[config.mk]
export PLATFORM = sky130hd
export DESIGN_NAME = pipe_hazard_ctrl_flat
export DESIGN_NICKNAME = d
export VERILOG_FILES = /design/src/rtl/pipe_hazard_ctrl_pkg.sv /design/src/rtl/pipe_hazard_ctrl_if.sv /design/src/rtl/pipe_hazard_ctrl_perf_cnt.sv /design/src/rtl/pipe_hazard_ctrl.sv /design/src/flat_wrapper.sv
export SDC_FILE = /design/constraint.sdc
export NUM_CORES = 1
export LEC_CHECK = 0
export ABC_AREA = 1
export CAP_MARGIN = 20
export CORE_MARGIN = 2
export CORE_UTILIZATION = 30
export DETAILED_ROUTE_END_ITERATION = 7
export GPL_TIMING_DRIVEN = 0
export PLACE_DENSITY = 0.66
export SLEW_MARGIN = 5
export SYNTH_ARGS = -nofsm -noshare
export SYNTH_HDL_FRONTEND = slang
export SYNTH_SLANG_ARGS = --single-unit
[constraint.sdc]
create_clock -name clk -period 1.3 [get_ports clk]
set_clock_uncertainty 0.2 [all_clocks]
set_input_delay 0.195 -clock clk [delete_from_list [all_inputs] [get_ports clk]]
set_output_delay 0.195 -clock clk [all_outputs]
set_load 0.005 [all_outputs]
[src/rtl/pipe_hazard_ctrl_pkg.sv]
// Shared types and constants for the pipeline hazard controller and the datapath.
// No logic here apart from the load-use match helper.
// No backpressure: this package holds definitions only.
package pipe_ctrl_pkg;

    localparam int                   REG_IDX_W = 5;
    localparam logic [REG_IDX_W-1:0] X0_IDX    = '0;
    localparam logic [31:0]          NOP_INST  = 32'h0000_0013;

    typedef enum logic {
        IDLE     = 1'b0,
        MUL_BUSY = 1'b1
    } hz_state_t;

    // A load whose destination is read by the instruction in ID; x0 never creates a dependency.
    function automatic logic load_use_match(
        input logic                 memread,
        input logic [REG_IDX_W-1:0] rd,
        input logic [REG_IDX_W-1:0] rs1,
        input logic [REG_IDX_W-1:0] rs2,
        input logic                 uses_rs2
    );
        return memread && (rd != X0_IDX) &&
               ((rd == rs1) || (uses_rs2 && (rd == rs2)));
    endfunction

endpackage

[src/rtl/pipe_hazard_ctrl_if.sv]
// Hazard-control bundle between the datapath (master) and the controller (slave).
// Purely wiring; the controller answers combinationally in the same cycle.
// No backpressure: enables/bubbles are the flow control for the pipeline registers.
interface pipe_hazard_ctrl_if;
    import pipe_ctrl_pkg::*;

    logic [REG_IDX_W-1:0] id_rs1;
    logic [REG_IDX_W-1:0] id_rs2;
    logic                 id_uses_rs2;
    logic                 id_ex_memread;
    logic [REG_IDX_W-1:0] id_ex_rd;
    logic                 id_ex_is_mul;
    logic                 mem_branch_taken;

    logic                 en_pc;
    logic                 en_if_id;
    logic                 en_id_ex;
    logic                 flush_if_id;
    logic                 bub_id_ex;
    logic                 bub_ex_mem;
    logic                 stall;

    modport master (
        output id_rs1, id_rs2, id_uses_rs2, id_ex_memread, id_ex_rd,
               id_ex_is_mul, mem_branch_taken,
        input  en_pc, en_if_id, en_id_ex, flush_if_id, bub_id_ex,
               bub_ex_mem, stall
    );

    modport slave (
        input  id_rs1, id_rs2, id_uses_rs2, id_ex_memread, id_ex_rd,
               id_ex_is_mul, mem_branch_taken,
        output en_pc, en_if_id, en_id_ex, flush_if_id, bub_id_ex,
               bub_ex_mem, stall
    );

endinterface

[src/rtl/pipe_hazard_ctrl_perf_cnt.sv]
// Free-running 32-bit event counter, wraps at 2^32.
// Latency: count reflects events up to the previous clock edge.
// No backpressure: counts every cycle inc is high.
module hazard_perf_cnt (
    input  logic        clk,
    input  logic        arst_n,
    input  logic        inc,
    output logic [31:0] count
);

    always_ff @(posedge clk or negedge arst_n) begin
        if (!arst_n) begin
            count <= 32'd0;
        end else if (inc) begin
            count <= count + 32'd1;
        end
    end

endmodule

[src/rtl/pipe_hazard_ctrl.sv]
// Pipeline hazard controller: load-use stall, multi-cycle multiply hold, taken-branch flush.
// Latency: outputs combinational from state+inputs; state/count advance on posedge clk.
// Backpressure: drives register enables/bubbles; HAZARD_PERF_CNT_EN adds perf counters.
module pipe_hazard_ctrl
    import pipe_ctrl_pkg::*;
#(
    parameter int MUL_LAT = 2,
    parameter int CNT_W   = 4
) (
    input  logic               clk,
    input  logic               arst_n,
    pipe_hazard_ctrl_if.slave  hz
`ifdef HAZARD_PERF_CNT_EN
    ,
    output logic [31:0]        perf_stall_cycles,
    output logic [31:0]        perf_flush_events
`endif
);

    localparam bit               MUL_EN       = (MUL_LAT > 1);
    localparam logic [CNT_W-1:0] MUL_CNT_INIT = CNT_W'((MUL_LAT >= 2) ? (MUL_LAT - 2) : 0);

    hz_state_t        state;
    logic [CNT_W-1:0] cnt;

    logic load_use;
    logic mul_start;
    logic branch;

    logic en_pc;
    logic en_if_id;
    logic en_id_ex;
    logic flush_if_id;
    logic bub_id_ex;
    logic bub_ex_mem;
    logic stall;

    assign branch    = hz.mem_branch_taken;
    assign mul_start = MUL_EN && hz.id_ex_is_mul;
    assign load_use  = load_use_match(hz.id_ex_memread, hz.id_ex_rd,
                                      hz.id_rs1, hz.id_rs2, hz.id_uses_rs2);

    always_ff @(posedge clk or negedge arst_n) begin
        if (!arst_n) begin
            state <= IDLE;
            cnt   <= '0;
        end else if (branch) begin
            // a multiply caught by a redirect is wrong-path work; drop it
            state <= IDLE;
            cnt   <= '0;
        end else begin
            case (state)
                IDLE: begin
                    if (mul_start) begin
                        state <= MUL_BUSY;
                        cnt   <= MUL_CNT_INIT;
                    end
                end
                MUL_BUSY: begin
                    if (cnt != '0) begin
                        cnt <= cnt - 1'b1;
                    end else begin
                        state <= IDLE;
                    end
                end
                default: begin
                    state <= IDLE;
                    cnt   <= '0;
                end
            endcase
        end
    end

    always_comb begin
        en_pc       = 1'b1;
        en_if_id    = 1'b1;
        en_id_ex    = 1'b1;
        flush_if_id = 1'b0;
        bub_id_ex   = 1'b0;
        bub_ex_mem  = 1'b0;
        stall       = 1'b0;
        if (!arst_n) begin
            // pipeline free-runs while held in reset, whatever the inputs say
        end else if (branch) begin
            flush_if_id = 1'b1;
            bub_id_ex   = 1'b1;
            bub_ex_mem  = 1'b1;
        end else if ((state == MUL_BUSY && cnt != '0) || (state == IDLE && mul_start)) begin
            en_pc      = 1'b0;
            en_if_id   = 1'b0;
            en_id_ex   = 1'b0;
            bub_ex_mem = 1'b1;
            stall      = 1'b1;
        end else if (state == IDLE && load_use) begin
            en_pc     = 1'b0;
            en_if_id  = 1'b0;
            bub_id_ex = 1'b1;
            stall     = 1'b1;
        end
    end

    assign hz.en_pc       = en_pc;
    assign hz.en_if_id    = en_if_id;
    assign hz.en_id_ex    = en_id_ex;
    assign hz.flush_if_id = flush_if_id;
    assign hz.bub_id_ex   = bub_id_ex;
    assign hz.bub_ex_mem  = bub_ex_mem;
    assign hz.stall       = stall;

`ifdef HAZARD_PERF_CNT_EN
    hazard_perf_cnt u_stall_cnt (
        .clk    (clk),
        .arst_n (arst_n),
        .inc    (stall),
        .count  (perf_stall_cycles)
    );

    hazard_perf_cnt u_flush_cnt (
        .clk    (clk),
        .arst_n (arst_n),
        .inc    (branch),
        .count  (perf_flush_events)
    );
`endif

endmodule
[src/flat_wrapper.sv]
// flat-port wrapper written by rule: the top's interface ports become plain ports
module pipe_hazard_ctrl_flat import pipe_ctrl_pkg::*;
#(
    parameter int MUL_LAT = 2,
    parameter int CNT_W   = 4
)
  (clk, arst_n, hz_id_rs1, hz_id_rs2, hz_id_uses_rs2, hz_id_ex_memread, hz_id_ex_rd, hz_id_ex_is_mul, hz_mem_branch_taken, hz_en_pc, hz_en_if_id, hz_en_id_ex, hz_flush_if_id, hz_bub_id_ex, hz_bub_ex_mem, hz_stall);
  pipe_hazard_ctrl_if hz_i ();
  input  logic clk;
  input  logic arst_n;
  input wire logic [$bits(hz_i.id_rs1)-1:0] hz_id_rs1;
  input wire logic [$bits(hz_i.id_rs2)-1:0] hz_id_rs2;
  input wire logic [$bits(hz_i.id_uses_rs2)-1:0] hz_id_uses_rs2;
  input wire logic [$bits(hz_i.id_ex_memread)-1:0] hz_id_ex_memread;
  input wire logic [$bits(hz_i.id_ex_rd)-1:0] hz_id_ex_rd;
  input wire logic [$bits(hz_i.id_ex_is_mul)-1:0] hz_id_ex_is_mul;
  input wire logic [$bits(hz_i.mem_branch_taken)-1:0] hz_mem_branch_taken;
  output wire logic [$bits(hz_i.en_pc)-1:0] hz_en_pc;
  output wire logic [$bits(hz_i.en_if_id)-1:0] hz_en_if_id;
  output wire logic [$bits(hz_i.en_id_ex)-1:0] hz_en_id_ex;
  output wire logic [$bits(hz_i.flush_if_id)-1:0] hz_flush_if_id;
  output wire logic [$bits(hz_i.bub_id_ex)-1:0] hz_bub_id_ex;
  output wire logic [$bits(hz_i.bub_ex_mem)-1:0] hz_bub_ex_mem;
  output wire logic [$bits(hz_i.stall)-1:0] hz_stall;
  assign hz_i.id_rs1 = hz_id_rs1;
  assign hz_i.id_rs2 = hz_id_rs2;
  assign hz_i.id_uses_rs2 = hz_id_uses_rs2;
  assign hz_i.id_ex_memread = hz_id_ex_memread;
  assign hz_i.id_ex_rd = hz_id_ex_rd;
  assign hz_i.id_ex_is_mul = hz_id_ex_is_mul;
  assign hz_i.mem_branch_taken = hz_mem_branch_taken;
  assign hz_en_pc = hz_i.en_pc;
  assign hz_en_if_id = hz_i.en_if_id;
  assign hz_en_id_ex = hz_i.en_id_ex;
  assign hz_flush_if_id = hz_i.flush_if_id;
  assign hz_bub_id_ex = hz_i.bub_id_ex;
  assign hz_bub_ex_mem = hz_i.bub_ex_mem;
  assign hz_stall = hz_i.stall;
  pipe_hazard_ctrl #(.MUL_LAT(MUL_LAT), .CNT_W(CNT_W)) u_core (.clk(clk), .arst_n(arst_n), .hz(hz_i));
endmodule
==> results_dict.tcl, run 1 <==
set metrics [dict create \
    run_status "complete, but fails checks" \
    failed_checks "setup timing" \
    die_x_um 46.1 \
    place_congestion 0.745 \
    synth-seq-cells 5 \
    cts_sinks 5 \
    grt_pass1_wl_mm 2.09 \
    rsz0062_at_grt "yes" \
    die-area_um2 2120 \
    fin_nets 153 \
    cp_max_fo 3 \
    drive_gt1_share_pct 29.5 \
    syn_area_um2 531 \
    drtAntennaViolNets 0 \
    viasPerCell 4.49 \
    setup_viol 10 \
    worstHoldPathType "input pin to flip-flop" \
    ios 28 \
    core_um2 1690 \
    yosysWarnings 0 \
    end_kind "primary output" \
    ys.flop_type "dfrtp_1" \
    finalSetupTns_ns -3.89 \
    yosysSeqAreaShare_pct 23.6 \
    cellPowerDensity_nw_per_um2 705 \
    area_delta_synth_final_pct 79.5 \
    first_pass_iters 4 \
    cts_buffer_depth 2 \
    fmax_mhz 539 \
    start_util_pct 31.4 \
    grt_pass1_vias 564 \
    numCtsBuffers 3 \
    antenna_cells 0 \
    grt_overflow 0 \
    vias 655 \
    hold_viol 0 \
    final_util_pct 56.4 \
    post-dp-hpwl_mm 1.02 \
    critPathKind "flip-flop to primary output" \
    synth-async-reset-ratio_pct 100 \
    cp.required_ns 0.90 \
    max_cap_violations 0 \
    ctsHtreeMaxLevel 1 \
    fp-row-count 15 \
    place_ws_ns -0.985 \
    finalPower_uw 671 \
    synth_compound_area_share_pct 7.08 \
    final_area_um2 952 \
    synth_cell_types 19 \
    io_buffers 27 \
    synthCells 91 \
    synth.avg_cell_area_um2 5.83 \
    cts_root_buffer "clkbuf_4" \
    fin_crit_sh_pct 143 \
    syn-num-nets 114 \
    worst_slew_pin_slew_ns 0.237 \
    path_clk_slew_ns 0.05 \
    grt_usage_pct 13.7 \
    final.setup.worst_slack_ns -0.556 \
    ir_worst_vdd_mv 0.701 \
    cts_tree "done" \
    layout_min_cycle_time_ns 1.86 \
    arrival_ns 1.46 \
    antenna_found_initial 0 \
    grt_max_degree 6 \
    synth.area.mux_share_pct 0 \
    p_leak_nw 0.586 \
    synth_edf_count 0 \
    worst_hold_slack_ns 0.0721 \
    detail_route.wl_per_cell_um 9.55 \
    yosysTopAreaCellShare_pct 23.6 \
    synth_xor_area_share_pct 4.95 \
    start_kind "flip-flop" \
    synthSimpleGateAreaFrac_pct 42.7 \
    fin_cells 146 \
    drv_slew 0 \
    synth-adder-area-share_pct 4.72 \
    post-place-cells 135 \
    yosysTopAreaCell "dfrtp_1" \
    wl_mm 1.40 \
    slew_headroom_pct 84.1 \
    drc 0 \
    die_h_um 46.1 \
    dpl_cell_area_um2 841 \
    drt_first_iter_violations 14 \
    synth_top_family_by_area "simple AND/OR/NAND/NOR gates" \
    clock_latency_ns 0.25 \
    yosys-top-cells-area "dfrtp_1 24%, nand2_1 23%, inv_1 9.2%" \
]
worst paths after layout:
| check | startpoint | to | cells past startpoint | slack (ns) |
|---|---|---|---|---|
| worst min register to register | u_core.cnt[2]$_DFFE_PN0P_ | u_core.cnt[2]$_DFFE_PN0P_ | 2 | 0.39 |
| worst max register to register | u_core.cnt[0]$_DFFE_PN0P_ | u_core.cnt[2]$_DFFE_PN0P_ | 8 | -0.26 |
| min in group asynchronous | arst_n | u_core.cnt[0]$_DFFE_PN0P_ | 2 | 0.13 |
| max in group asynchronous | arst_n | u_core.cnt[2]$_DFFE_PN0P_ | 2 | 0.56 |
| worst min-delay path | hz_mem_branch_taken | u_core.state$_DFF_PN0_ | 3 | 0.07 |
| worst max-delay path | u_core.cnt[0]$_DFFE_PN0P_ | hz_en_pc | 10 | -0.56 |
repair_timing:
action / CTS / global route
hold endpoints to repair: 5 / 0
hold buffers: 1 / 0
endpoints found under the setup margin: 11 / 11
pin swaps: 7 / 7
gates resized for setup: 52 / 9
setup buffers: 6 / 1
layer usage:
metal	global-route usage, %	vias to the layer above	wire length, um
li1	-	351	-
met1	15.6	285	604
met2	24.2	19	690
met3	5.88	0	100
met4	1.71	0	0
met5	0	-	0
report_power, final:
group / internal (mW) / switching [mW] / leakage (nW)
Combinational: 0.162 / 0.141 / 0.503
Sequential: 0.170 / 0.0117 / 0.0676
Clock: 0.116 / 0.0701 / 0.0150
state kept, by name, indices dropped and copies added, names as in the netlist:
name          count
u_core.state      1
u_core.cnt        4
critical path, stage by stage (launching register included):
cell	delay (ns)
dfrtp_1	0.34
inv_2	0.05
ha_4	0.14
nand4_1	0.09
o21ai_2	0.10
nor2_4	0.10
nand2_2	0.07
nand2_2	0.07
inv_2	0.04
buf_6	0.10
buf_6	0.10
cells in the mapped netlist, types with 2 or more instances:
master / n
ha_1: 2
inv_1: 13
nand2_2: 2
o22ai_1: 3
nand3_1: 5
xnor2_1: 2
dfrtp_1: 5
nand2_1: 32
nand3b_1: 2
nand4_1: 2
inv_2: 8
nor2_1: 8
cell usage in the layout, fill, tap and decap left out, drive strengths merged, types with 3 or more instances in the layout:
master	synthesis	final
nand3	5	5
nor2	9	9
inv	21	21
o22ai	3	3
dlymetal6s2s	0	7
nand2	34	34
dlygate4sd2	0	7
clkdlybuf4s50	0	5
buf	1	15
clkbuf	0	4
dfrtp	5	5
logic make-up after synthesis:
kind of cell / count (synthesis)
buf+inv: 23
flops: 5
fa+ha+maj: 2
simple gates: 52
compound gates: 6
xor+xnor: 3
layout make-up:
type | count | area (um2)
Multi-Input combinational cell | 63 | 359
Buffer | 1 | 11.3
Timing Repair Buffer | 34 | 327
Sequential cell | 5 | 125
Inverter | 22 | 82.6
Clock buffer | 4 | 26.3
Fill cell | 153 | 737
Tap cell | 17 | 21.3
No activity file was read; power rests on OpenSTA's default activity.
==> run 2: changes to the inputs <==
--- a/config.mk
+++ b/config.mk
@@ -7,11 +7,13 @@
 export LEC_CHECK = 0
 export ABC_AREA = 1
 export CAP_MARGIN = 20
+export CELL_PAD_IN_SITES_DETAIL_PLACEMENT = 1
+export CELL_PAD_IN_SITES_GLOBAL_PLACEMENT = 2
 export CORE_MARGIN = 2
-export CORE_UTILIZATION = 30
+export CORE_UTILIZATION = 16
 export DETAILED_ROUTE_END_ITERATION = 7
 export GPL_TIMING_DRIVEN = 0
-export PLACE_DENSITY = 0.66
+export PLACE_DENSITY_LB_ADDON = 0.1
 export SLEW_MARGIN = 5
 export SYNTH_ARGS = -nofsm -noshare
 export SYNTH_HDL_FRONTEND = slang
==> run 2 against run 1 <==
The run still ends with setup timing left. Worst setup slack got worse by 0.071 ns. Routed wire length rose by 14%. Clock power fell by 5%. Sequential share of layout area fell by 0.81 points. Highest routed layer unchanged. Critical endpoint unchanged. Design area rose by 6.6%. Global-route usage fell by 4.4 points. Final cell count rose by 22%. Clock-buffer cell count did not move.
==> results_dict.tcl, run 2 (same netlist as run 1, synthesis figures left out) <==
set metrics [dict create \
    end_kind "primary output" \
    viasPerCell 3.77 \
    detail_route.wl_per_cell_um 8.92 \
    final.setup.worst_slack_ns -0.627 \
    antenna_found_initial 0 \
    drv_slew 0 \
    setup_viol 11 \
    fin_nets 158 \
    critPathKind "flip-flop to primary output" \
    run_status "complete, but fails checks" \
    start_kind "flip-flop" \
    ctsHtreeMaxLevel 1 \
    drt_first_iter_violations 30 \
    final_util_pct 32.7 \
    grt_overflow 0 \
    cp_max_fo 2 \
    ir_worst_vdd_mv 0.415 \
    cts_sinks 5 \
    grt_pass1_wl_mm 2.66 \
    finalPower_uw 699 \
    cts_root_buffer "clkbuf_4" \
    cts_buffer_depth 2 \
    die_h_um 61.6 \
    top_regs "u_core.cnt: 4 flops, u_core.state: 1 flops" \
    failed_checks "setup timing" \
    hold_viol 0 \
    clock_latency_ns 0.24 \
    cts_tree "done" \
    start_util_pct 17.1 \
    place_ws_ns -1.03 \
    p_leak_nw 0.561 \
    path_clk_slew_ns 0.04 \
    grt_pass1_vias 661 \
    drtAntennaViolNets 0 \
    drive_gt1_share_pct 33.6 \
    numCtsBuffers 3 \
    ios 28 \
    wl_mm 1.59 \
    worst_hold_slack_ns 0.0769 \
    die-area_um2 3790 \
    cellPowerDensity_nw_per_um2 689 \
    grt_max_degree 6 \
    die_x_um 61.6 \
    grt_usage_pct 9.32 \
    regMostFlops "u_core.cnt" \
    antenna_cells 0 \
    fin_crit_sh_pct 148 \
    largest_reg_flops 4 \
    finalSetupTns_ns -4.34 \
    slew_headroom_pct 83.1 \
    fmax_mhz 519 \
    first_pass_iters 3 \
    area_delta_synth_final_pct 91.3 \
    core_um2 3100 \
    mostFrequentLayoutCell "nand2_1" \
    vias 671 \
    rsz0062_at_grt "yes" \
    place_congestion 0.702 \
    worst_slew_pin_slew_ns 0.253 \
    post-dp-hpwl_mm 1.29 \
    worstHoldPathType "input pin to flip-flop" \
    arrival_ns 1.53 \
    fp-row-count 20 \
    io_buffers 27 \
    layout_min_cycle_time_ns 1.93 \
    final_cell_mix "31 x nand2_1, 14 x dlygate4sd2_1, 12 x inv_1, 10 x buf_4, 9 x inv_2" \
    max_cap_violations 0 \
    drc 0 \
    cp.required_ns 0.90 \
]
[run 2: worst paths after layout]
| check | endpoint | depth (start not counted) | start | slack, ns |
|---|---|---|---|---|
| worst max-delay path | hz_en_pc | 11 | u_core.cnt[1]$_DFFE_PN0P_ | -0.63 |
| worst min-delay path | u_core.state$_DFF_PN0_ | 3 | hz_mem_branch_taken | 0.08 |
| worst max register to register | u_core.cnt[3]$_DFFE_PN0P_ | 9 | u_core.cnt[0]$_DFFE_PN0P_ | -0.28 |
| worst min register to register | u_core.cnt[3]$_DFFE_PN0P_ | 2 | u_core.cnt[3]$_DFFE_PN0P_ | 0.38 |
| max in group asynchronous | u_core.cnt[2]$_DFFE_PN0P_ | 2 | arst_n | 0.54 |
| min in group asynchronous | u_core.cnt[3]$_DFFE_PN0P_ | 2 | arst_n | 0.16 |
[run 2: critical path: stages (launching register included)]
cell and delay [ns]:
dfrtp_1 0.34, inv_2 0.05, ha_4 0.14, nand4_1 0.08, o21ai_2 0.07, buf_4 0.14
nor2_4 0.10, nand2_2 0.07, nand2_2 0.06, inv_2 0.04, buf_6 0.10, buf_6 0.10
[run 2: report_power, final]
part / switching, mW / internal (mW)
combinational: 0.153 / 0.186
clock: 0.0614 / 0.116
sequential: 0.0121 / 0.170
[run 2: area by class of cell]
type,count,area [um2]
multi-input combinational,63,375
timing repair buffer,39,339
sequential,5,125
clock buffer,4,26.3
buffer,1,11.3
tap,44,55.1
inverter,22,82.6
fill,422,2090
[run 2: through the flow]
step                      cells  cell area (um2)
final                       178             1010
after global routing        178             1010
after CTS                   176              972
after detailed placement    162              875
after global placement      162              875
after floorplan              91              549
[run 2: repair_timing]
item                                    CTS  global route
endpoints found under the setup margin   11            11
resized for setup                        58             8
pin swaps                                12             7
gates cloned                              0             0
buffers inserted                          9             4
hold buffers                              1             0
endpoints found under the hold margin     5             0
[run 2: routing by layer]
metal	GRT usage, %	share of wire [%]	vias up	wire, um
met3	1.26	4.5	0	71
met1	12.1	48	295	760
li1	-	-	362	-
met2	15.9	48	14	755
met4	2.74	0	0	0
met5	0	0	-	0
